<file path="config.mk">
export PLATFORM = sky130hd
export DESIGN_NAME = avg_batch_loader_flat
export DESIGN_NICKNAME = d
export VERILOG_FILES = /design/src/rtl/avg_pkg.sv /design/src/rtl/avg_batch_loader_if.sv /design/src/rtl/avg_fill_buffer.sv /design/src/rtl/avg_batch_loader.sv /design/src/flat_wrapper.sv
export SDC_FILE = /design/constraint.sdc
export NUM_CORES = 1
export LEC_CHECK = 0
export BUFFER_PORTS_ARGS = -buffer_cell sky130_fd_sc_hd__buf_4
export CORE_UTILIZATION = 42
export DETAILED_ROUTE_END_ITERATION = 16
export GPL_TIMING_DRIVEN = 0
export PLACE_DENSITY = 0.61
export SYNTH_ARGS = -nofsm -noshare
export SYNTH_HDL_FRONTEND = slang
export SYNTH_SLANG_ARGS = --single-unit
export TNS_END_PERCENT = 10
</file>
<file path="constraint.sdc">
create_clock -name Clk -period 2.7 [get_ports Clk]
set_input_delay 0.81 -clock Clk [delete_from_list [all_inputs] [get_ports Clk]]
set_output_delay 0.81 -clock Clk [all_outputs]
set_load 0.05 [all_outputs]
</file>
<file path="src/rtl/avg_pkg.sv">
// Shared definitions for the averager front end (avg_batch_loader and friends).
// Optional Done watchdog is compiled in with `define AVG_LOADER_TIMEOUT_EN.
package avg_pkg;

  localparam int DATA_W         = 33;
  localparam int NUM_SAMPLES    = 8;   // averager has exactly eight operand inputs
  localparam int TIMEOUT_CYCLES = 32;  // Done watchdog limit (watchdog builds only)
  localparam int IDX_W          = 3;   // write index into the fill buffer

  typedef enum logic [1:0] {
    IDLE   = 2'd0,
    LAUNCH = 2'd1,
    BUSY   = 2'd2
  } eng_state_e;

endpackage

</file>
<file path="src/rtl/avg_batch_loader_if.sv">
// Bus bundle for avg_batch_loader: sample stream in, result stream out, and the
// operand/handshake wires to the 8-input averager.
// master = loader side, slave = environment (source, sink and averager).
interface avg_batch_loader_if #(parameter int DATA_W = avg_pkg::DATA_W);

  // sample stream
  logic              in_valid;
  logic              in_ready;
  logic [DATA_W-1:0] in_data;
  logic [DATA_W-1:0] sa_in;

  // averager side
  logic              Start;
  logic [DATA_W-1:0] a, b, c, d, e, f, g, h;
  logic [DATA_W-1:0] sa;
  logic              Done;
  logic [DATA_W-1:0] avg;

  // result stream
  logic              out_valid;
  logic              out_ready;
  logic [DATA_W-1:0] out_data;
  logic              err;

  modport master (
    input  in_valid, in_data, sa_in, Done, avg, out_ready,
    output in_ready, Start, a, b, c, d, e, f, g, h, sa, out_valid, out_data, err
  );

  modport slave (
    output in_valid, in_data, sa_in, Done, avg, out_ready,
    input  in_ready, Start, a, b, c, d, e, f, g, h, sa, out_valid, out_data, err
  );

endinterface

</file>
<file path="src/rtl/avg_fill_buffer.sv">
// Shadow fill buffer: collects eight samples plus a shift amount while the
// engine may still be busy with the previous batch. clr_i empties it on copy.
module avg_fill_buffer
  import avg_pkg::*;
#(
  parameter int DATA_W = avg_pkg::DATA_W
) (
  input  logic                                Clk,
  input  logic                                Rst,
  input  logic                                valid_i,
  input  logic [DATA_W-1:0]                   data_i,
  input  logic [DATA_W-1:0]                   sa_i,
  input  logic                                clr_i,
  output logic                                ready_o,
  output logic                                full_o,
  output logic [NUM_SAMPLES-1:0][DATA_W-1:0]  data_o,
  output logic [DATA_W-1:0]                   sa_o
);

  logic [NUM_SAMPLES-1:0][DATA_W-1:0] mem_q;
  logic [DATA_W-1:0]                  sa_q;
  logic [IDX_W-1:0]                   idx_q, idx_d;
  logic                               full_q;
  logic                               acc;

  assign acc     = valid_i && !full_q;
  assign idx_d   = idx_q + IDX_W'(1);  // natural 3-bit wrap 7 -> 0
  assign ready_o = !full_q;
  assign full_o  = full_q;
  assign data_o  = mem_q;
  assign sa_o    = sa_q;

  // Write accepted samples in order; the eighth one closes the batch and
  // captures its shift amount. A copy (clr_i) only happens while full, so it
  // can never coincide with an acceptance.
  always_ff @(posedge Clk) begin
    if (Rst) begin
      mem_q  <= '0;
      sa_q   <= '0;
      idx_q  <= '0;
      full_q <= 1'b0;
    end else if (clr_i) begin
      idx_q  <= '0;
      full_q <= 1'b0;
    end else if (acc) begin
      mem_q[idx_q] <= data_i;
      idx_q        <= idx_d;
      if (idx_q == IDX_W'(NUM_SAMPLES-1)) begin
        full_q <= 1'b1;
        sa_q   <= sa_i;
      end
    end
  end

endmodule

</file>
<file path="src/rtl/avg_batch_loader.sv">
// avg_batch_loader: packs eight streamed samples into the averager operands,
// pulses Start, waits for Done and offers avg on a valid/ready result stream.
// Optional macro AVG_LOADER_TIMEOUT_EN adds a Done watchdog with sticky err.
module avg_batch_loader
  import avg_pkg::*;
#(
  parameter int DATA_W = avg_pkg::DATA_W
) (
  input logic              Clk,
  input logic              Rst,
  avg_batch_loader_if.master bus
);

  logic                               full;
  logic                               launch;
  logic [NUM_SAMPLES-1:0][DATA_W-1:0] fill_data;
  logic [DATA_W-1:0]                  fill_sa;

  eng_state_e                         state_q;
  logic                               start_q;
  logic [NUM_SAMPLES-1:0][DATA_W-1:0] ops_q;
  logic [DATA_W-1:0]                  sa_q;
  logic                               res_valid_q;
  logic [DATA_W-1:0]                  out_data_q;
`ifdef AVG_LOADER_TIMEOUT_EN
  logic                               err_q;
  logic [7:0]                         cnt_q;
`endif

  // Launch looks at the registered res_valid, so a result handshake in the
  // same cycle as full delays the copy by one cycle.
  assign launch = (state_q == IDLE) && full && !res_valid_q;

  avg_fill_buffer #(.DATA_W(DATA_W)) u_fill (
    .Clk     (Clk),
    .Rst     (Rst),
    .valid_i (bus.in_valid),
    .data_i  (bus.in_data),
    .sa_i    (bus.sa_in),
    .clr_i   (launch),
    .ready_o (bus.in_ready),
    .full_o  (full),
    .data_o  (fill_data),
    .sa_o    (fill_sa)
  );

  // Engine: copy operands and fire Start, wait for Done, hold the result
  // until the sink takes it.
  always_ff @(posedge Clk) begin
    if (Rst) begin
      state_q     <= IDLE;
      start_q     <= 1'b0;
      ops_q       <= '0;
      sa_q        <= '0;
      res_valid_q <= 1'b0;
      out_data_q  <= '0;
`ifdef AVG_LOADER_TIMEOUT_EN
      err_q       <= 1'b0;
      cnt_q       <= '0;
`endif
    end else begin
      start_q <= 1'b0;
      if (res_valid_q && bus.out_ready)
        res_valid_q <= 1'b0;

      case (state_q)
        IDLE: begin
          if (launch) begin
            ops_q   <= fill_data;
            sa_q    <= fill_sa;
            start_q <= 1'b1;
            state_q <= LAUNCH;
          end
        end
        LAUNCH: begin
          state_q <= BUSY;
`ifdef AVG_LOADER_TIMEOUT_EN
          cnt_q   <= '0;
`endif
        end
        BUSY: begin
          if (bus.Done) begin
            out_data_q  <= bus.avg;
            res_valid_q <= 1'b1;
            state_q     <= IDLE;
          end
`ifdef AVG_LOADER_TIMEOUT_EN
          // err lands exactly TIMEOUT_CYCLES edges after BUSY entry
          else if (cnt_q == 8'(TIMEOUT_CYCLES-1)) begin
            err_q   <= 1'b1;
            state_q <= IDLE;
          end else begin
            cnt_q <= cnt_q + 8'd1;
          end
`endif
        end
        default: state_q <= IDLE;
      endcase
    end
  end

  assign bus.Start     = start_q;
  assign bus.a         = ops_q[0];
  assign bus.b         = ops_q[1];
  assign bus.c         = ops_q[2];
  assign bus.d         = ops_q[3];
  assign bus.e         = ops_q[4];
  assign bus.f         = ops_q[5];
  assign bus.g         = ops_q[6];
  assign bus.h         = ops_q[7];
  assign bus.sa        = sa_q;
  assign bus.out_valid = res_valid_q;
  assign bus.out_data  = out_data_q;
`ifdef AVG_LOADER_TIMEOUT_EN
  assign bus.err       = err_q;
`else
  assign bus.err       = 1'b0;
`endif

endmodule
</file>
<file path="src/flat_wrapper.sv">
// flat-port wrapper written by rule: the top's interface ports become plain ports
module avg_batch_loader_flat import avg_pkg::*;
#(
  parameter int DATA_W = avg_pkg::DATA_W
)
  (Clk, Rst, bus_in_valid, bus_in_data, bus_sa_in, bus_Done, bus_avg, bus_out_ready, bus_in_ready, bus_Start, bus_a, bus_b, bus_c, bus_d, bus_e, bus_f, bus_g, bus_h, bus_sa, bus_out_valid, bus_out_data, bus_err);
  avg_batch_loader_if #(.DATA_W(DATA_W)) bus_i ();
  input logic Clk;
  input logic Rst;
  input wire logic [$bits(bus_i.in_valid)-1:0] bus_in_valid;
  input wire logic [$bits(bus_i.in_data)-1:0] bus_in_data;
  input wire logic [$bits(bus_i.sa_in)-1:0] bus_sa_in;
  input wire logic [$bits(bus_i.Done)-1:0] bus_Done;
  input wire logic [$bits(bus_i.avg)-1:0] bus_avg;
  input wire logic [$bits(bus_i.out_ready)-1:0] bus_out_ready;
  output wire logic [$bits(bus_i.in_ready)-1:0] bus_in_ready;
  output wire logic [$bits(bus_i.Start)-1:0] bus_Start;
  output wire logic [$bits(bus_i.a)-1:0] bus_a;
  output wire logic [$bits(bus_i.b)-1:0] bus_b;
  output wire logic [$bits(bus_i.c)-1:0] bus_c;
  output wire logic [$bits(bus_i.d)-1:0] bus_d;
  output wire logic [$bits(bus_i.e)-1:0] bus_e;
  output wire logic [$bits(bus_i.f)-1:0] bus_f;
  output wire logic [$bits(bus_i.g)-1:0] bus_g;
  output wire logic [$bits(bus_i.h)-1:0] bus_h;
  output wire logic [$bits(bus_i.sa)-1:0] bus_sa;
  output wire logic [$bits(bus_i.out_valid)-1:0] bus_out_valid;
  output wire logic [$bits(bus_i.out_data)-1:0] bus_out_data;
  output wire logic [$bits(bus_i.err)-1:0] bus_err;
  assign bus_i.in_valid = bus_in_valid;
  assign bus_i.in_data = bus_in_data;
  assign bus_i.sa_in = bus_sa_in;
  assign bus_i.Done = bus_Done;
  assign bus_i.avg = bus_avg;
  assign bus_i.out_ready = bus_out_ready;
  assign bus_in_ready = bus_i.in_ready;
  assign bus_Start = bus_i.Start;
  assign bus_a = bus_i.a;
  assign bus_b = bus_i.b;
  assign bus_c = bus_i.c;
  assign bus_d = bus_i.d;
  assign bus_e = bus_i.e;
  assign bus_f = bus_i.f;
  assign bus_g = bus_i.g;
  assign bus_h = bus_i.h;
  assign bus_sa = bus_i.sa;
  assign bus_out_valid = bus_i.out_valid;
  assign bus_out_data = bus_i.out_data;
  assign bus_err = bus_i.err;
  avg_batch_loader #(.DATA_W(DATA_W)) u_core (.Clk(Clk), .Rst(Rst), .bus(bus_i));
endmodule
</file>
==> impl_metrics.py <==
metrics = {
    "floorplan": {
        "top_level_ports": 438,
        "core_area_sq_um": 51300,
        "start_util": 0.425,
        "row_count": 83,
        "dieWidth_um": 230,
        "die_y_um": 230,
        "dieArea_sq_um": 52800,
    },
    "layout": {
        "final_common_cell": "dfxtp_1",
        "area_delta_synth_final_pct": 28.4,
        "fin_nets": 2521,
        "final_cell_mix": "dfxtp_1, buf_4, nand2b_1",
        "fillerInstances": 4589,
        "post-route-util": 0.545,
        "drive_above_1_share": 0.255,
        "final_cell_area_sq_um": 28000,
    },
    "worst_setup_path": {
        "required_ns": 3.14,
        "r2r_end": "u_core.bus.g[31]",
        "cp.arrival_ns": 2.97,
        "cp_max_fo": 10,
        "r2r_cells": 5,
        "reg2reg_setup_slack_ns": 0.43,
        "end_kind": "flip-flop",
        "path_class": "primary input to flip-flop",
        "r2r-start": "u_core.state_q[1]",
        "critPathLaunchType": "primary input",
    },
    "sta": {
        "final_hold_viol_count": 0,
        "setup_viol": 0,
        "rsz0062_at_grt": "false",
        "clock_skew_ns": 0.0243,
        "max-slew-margin-rel": 0.386,
        "max_freq_mhz": 394,
        "maxSlewViolCount": 0,
        "whs_ns": 0.453,
        "tightestPinTransition_ns": 0.918,
        "fin_crit_ns": 2.54,
        "worst_slack_ns": 0.164,
        "period_share": 0.939,
    },
    "yosys": {
        "synth.net_count": 2018,
        "syn_area_sq_um": 21800,
        "ys_types": 26,
        "seq_area_frac_synth": 0.583,
        "synth-simple-area-share": 0.117,
        "avgSynthCellArea_sq_um": 11.4,
        "synth-seq-cells": 635,
        "synth_top_family_by_area": "compound AO/OA/AOI/OAI gates",
        "syn_inst": 1912,
        "synthMuxAreaShare": 0.123,
        "synth_compound_area_frac": 0.135,
        "synth-xor-area-share": 0.000402,
        "synthAdderAreaFrac": 0.00115,
        "yosys_warnings": 0,
    },
    "hold_path": {
        "whs_endpoint": "u_core.bus.sa[23]",
        "holdPathStages": 1,
        "hold_path_class": "flip-flop to flip-flop",
        "min_from": "u_core.u_fill.sa_o[23]",
    },
    "grt": {
        "grt.overflow.total": 0,
        "grt_pass1_vias": 16000,
        "antenna_found_initial": 1,
        "grtUsageTotal": 0.259,
        "grt_max_degree": 14,
        "grt_pass1_wl_mm": 102,
    },
    "routing": {
        "routed-via-count": 16100,
        "routed_wl_mm": 69.6,
        "drt-initial-drc-count": 863,
        "drt-vias-per-instance": 5.12,
        "firstDrtPassIters": 5,
        "final_antenna_net_count": 0,
        "avgRoutedWirePerCell_um": 22.2,
        "drcViolationCount": 0,
    },
    "clock_network": {
        "cts_setup_buffers": 0,
        "tritoncts_num_sinks": 635,
        "clockBufferDepth": 3,
        "clock_latency_ns": 0.60,
        "clkTransAtPathRegs_ns": 0.06,
        "cts_tree": "done",
        "h-tree-depth": 3,
        "cts-root-buf": "clkbuf_16",
        "cts_made_buffers": 67,
        "ctsHoldBuffers": 0,
        "post_cts_resized": 0,
    },
    "pwr": {
        "cell_internal_pwr_mw": 14.9,
        "peakVddDrop_uv": 394,
        "power_mw": 19.1,
        "leakage_nw": 12.9,
        "p_per_area_nw_per_um2": 684,
        "p_clk_frac": 0.461,
        "pwr-share-seq": 0.497,
        "combPwrFrac": 0.042,
        "p_sw_frac": 0.222,
        "netSwitchingPower_mw": 4.24,
    },
    "flow_run": {
        "maxCapViolCount": 0,
    },
    "run_status": {
        "status": "complete, no violations",
    },
    "placement": {
        "port_buffers": 434,
        "place_congestion": 0.864,
        "hpwl_mm": 50.3,
        "place_ws_ns": -0.475,
        "placed_cell_area_sq_um": 25900,
    },
}
-- critical path: stages --
cell      delay [ns]
buf_2           0.29
buf_2           0.30
buf_2           0.37
buf_2           0.42
clkbuf_1        0.50
nand2b_1        0.19
mux2i_1         0.07
-- per-stage QoR --
step	std cells	TNS [ns]
2_1_floorplan	1912	0
3_3_place_gp	3026	-93.89
3_5_place_dp	3026	-105.81
4_1_cts	3140	0
5_1_grt	3140	0
6_report	3141	0
-- kinds of logic after synthesis --
family / count (synthesis)
buf+inv: 183
simple gates: 458
other cells: 1
compound gates: 365
mux: 267
xor+xnor: 1
fa+ha+maj: 2
flops: 635
-- Yosys cell counts, drive strengths merged --
master	count	area [sq um]
buf	129	681
nand2b	298	1860
mux2i	267	2670
nand2	137	514
a22o	297	2600
nor3b	1	7.51
nor4b	1	23.8
clkbuf	53	203
a21oi	68	340
nor2b	4	25.0
or2	1	6.26
conb	1	3.75
dfxtp	635	12700
and2	1	6.26
xnor2	1	8.76
nand4	2	12.5
ha	2	25.0
inv	1	3.75
nor2	7	28.8
nand3b	2	15.0
and3b	4	35.0
-- power groups by stage --
stage / Combinational, mW / Sequential (mW) / Clock, mW
6_report: 0.797 / 9.52 / 8.83
3_5_place_dp: 0.802 / 9.72 / 0
4_1_cts: 0.803 / 9.51 / 8.97
5_1_grt: 0.852 / 9.52 / 9.37
2_1_floorplan: 0.441 / 9.71 / 0
3_3_place_gp: 0.788 / 9.72 / 0
-- layout make-up --
type	count	area, sq um	share of cell area
flip-flops and latches	635	12700	0.454
multi-input cells	1094	8190	0.293
repair buffers	434	3260	0.116
clock buffers	100	1960	0.0702
plain buffers	182	883	0.0316
well taps	680	851	0.0304
clock inverters	14	111	0.00398
inverters	1	3.75	0.000134
diodes	1	2.50	0.0000894
-- flip-flops by register name, summed over array words and instances, names as in the netlist --
register              cells
u_core.bus.h             33
u_core.bus.out_data      33
u_core.u_fill.idx_q       3
u_core.bus.d             33
u_core.bus.g             33
u_core.bus.c             33
u_core.bus.e             33
u_core.bus.out_valid      1
u_core.u_fill.data_o    264
u_core.bus.b             33
u_core.state_q            2
u_core.u_fill.full_o      1
u_core.bus.sa            33
u_core.bus.f             33
u_core.bus.Start          1
u_core.bus.a             33
u_core.u_fill.sa_o       33
-- how the worst max path moves through the flow --
stage	start	end	slack (ns)	depth (start not counted)
floorplan	Rst	u_core.u_fill.sa_o[13]	0.70	7
global placement	Rst	u_core.u_fill.data_o[102]	-0.42	7
detailed placement	Rst	u_core.u_fill.data_o[102]	-0.48	7
CTS	Rst	u_core.u_fill.data_o[158]	0.16	7
global route	Rst	u_core.u_fill.data_o[162]	0.03	7
finish	Rst	u_core.u_fill.data_o[159]	0.16	7
-- layer usage --
layer | wire (um) | GRT usage
met5 | 0 | 0
met4 | 1680 | 0.0838
met3 | 4440 | 0.0556
met2 | 32400 | 0.425
met1 | 31000 | 0.339
No activity file was read; power rests on OpenSTA's default activity.
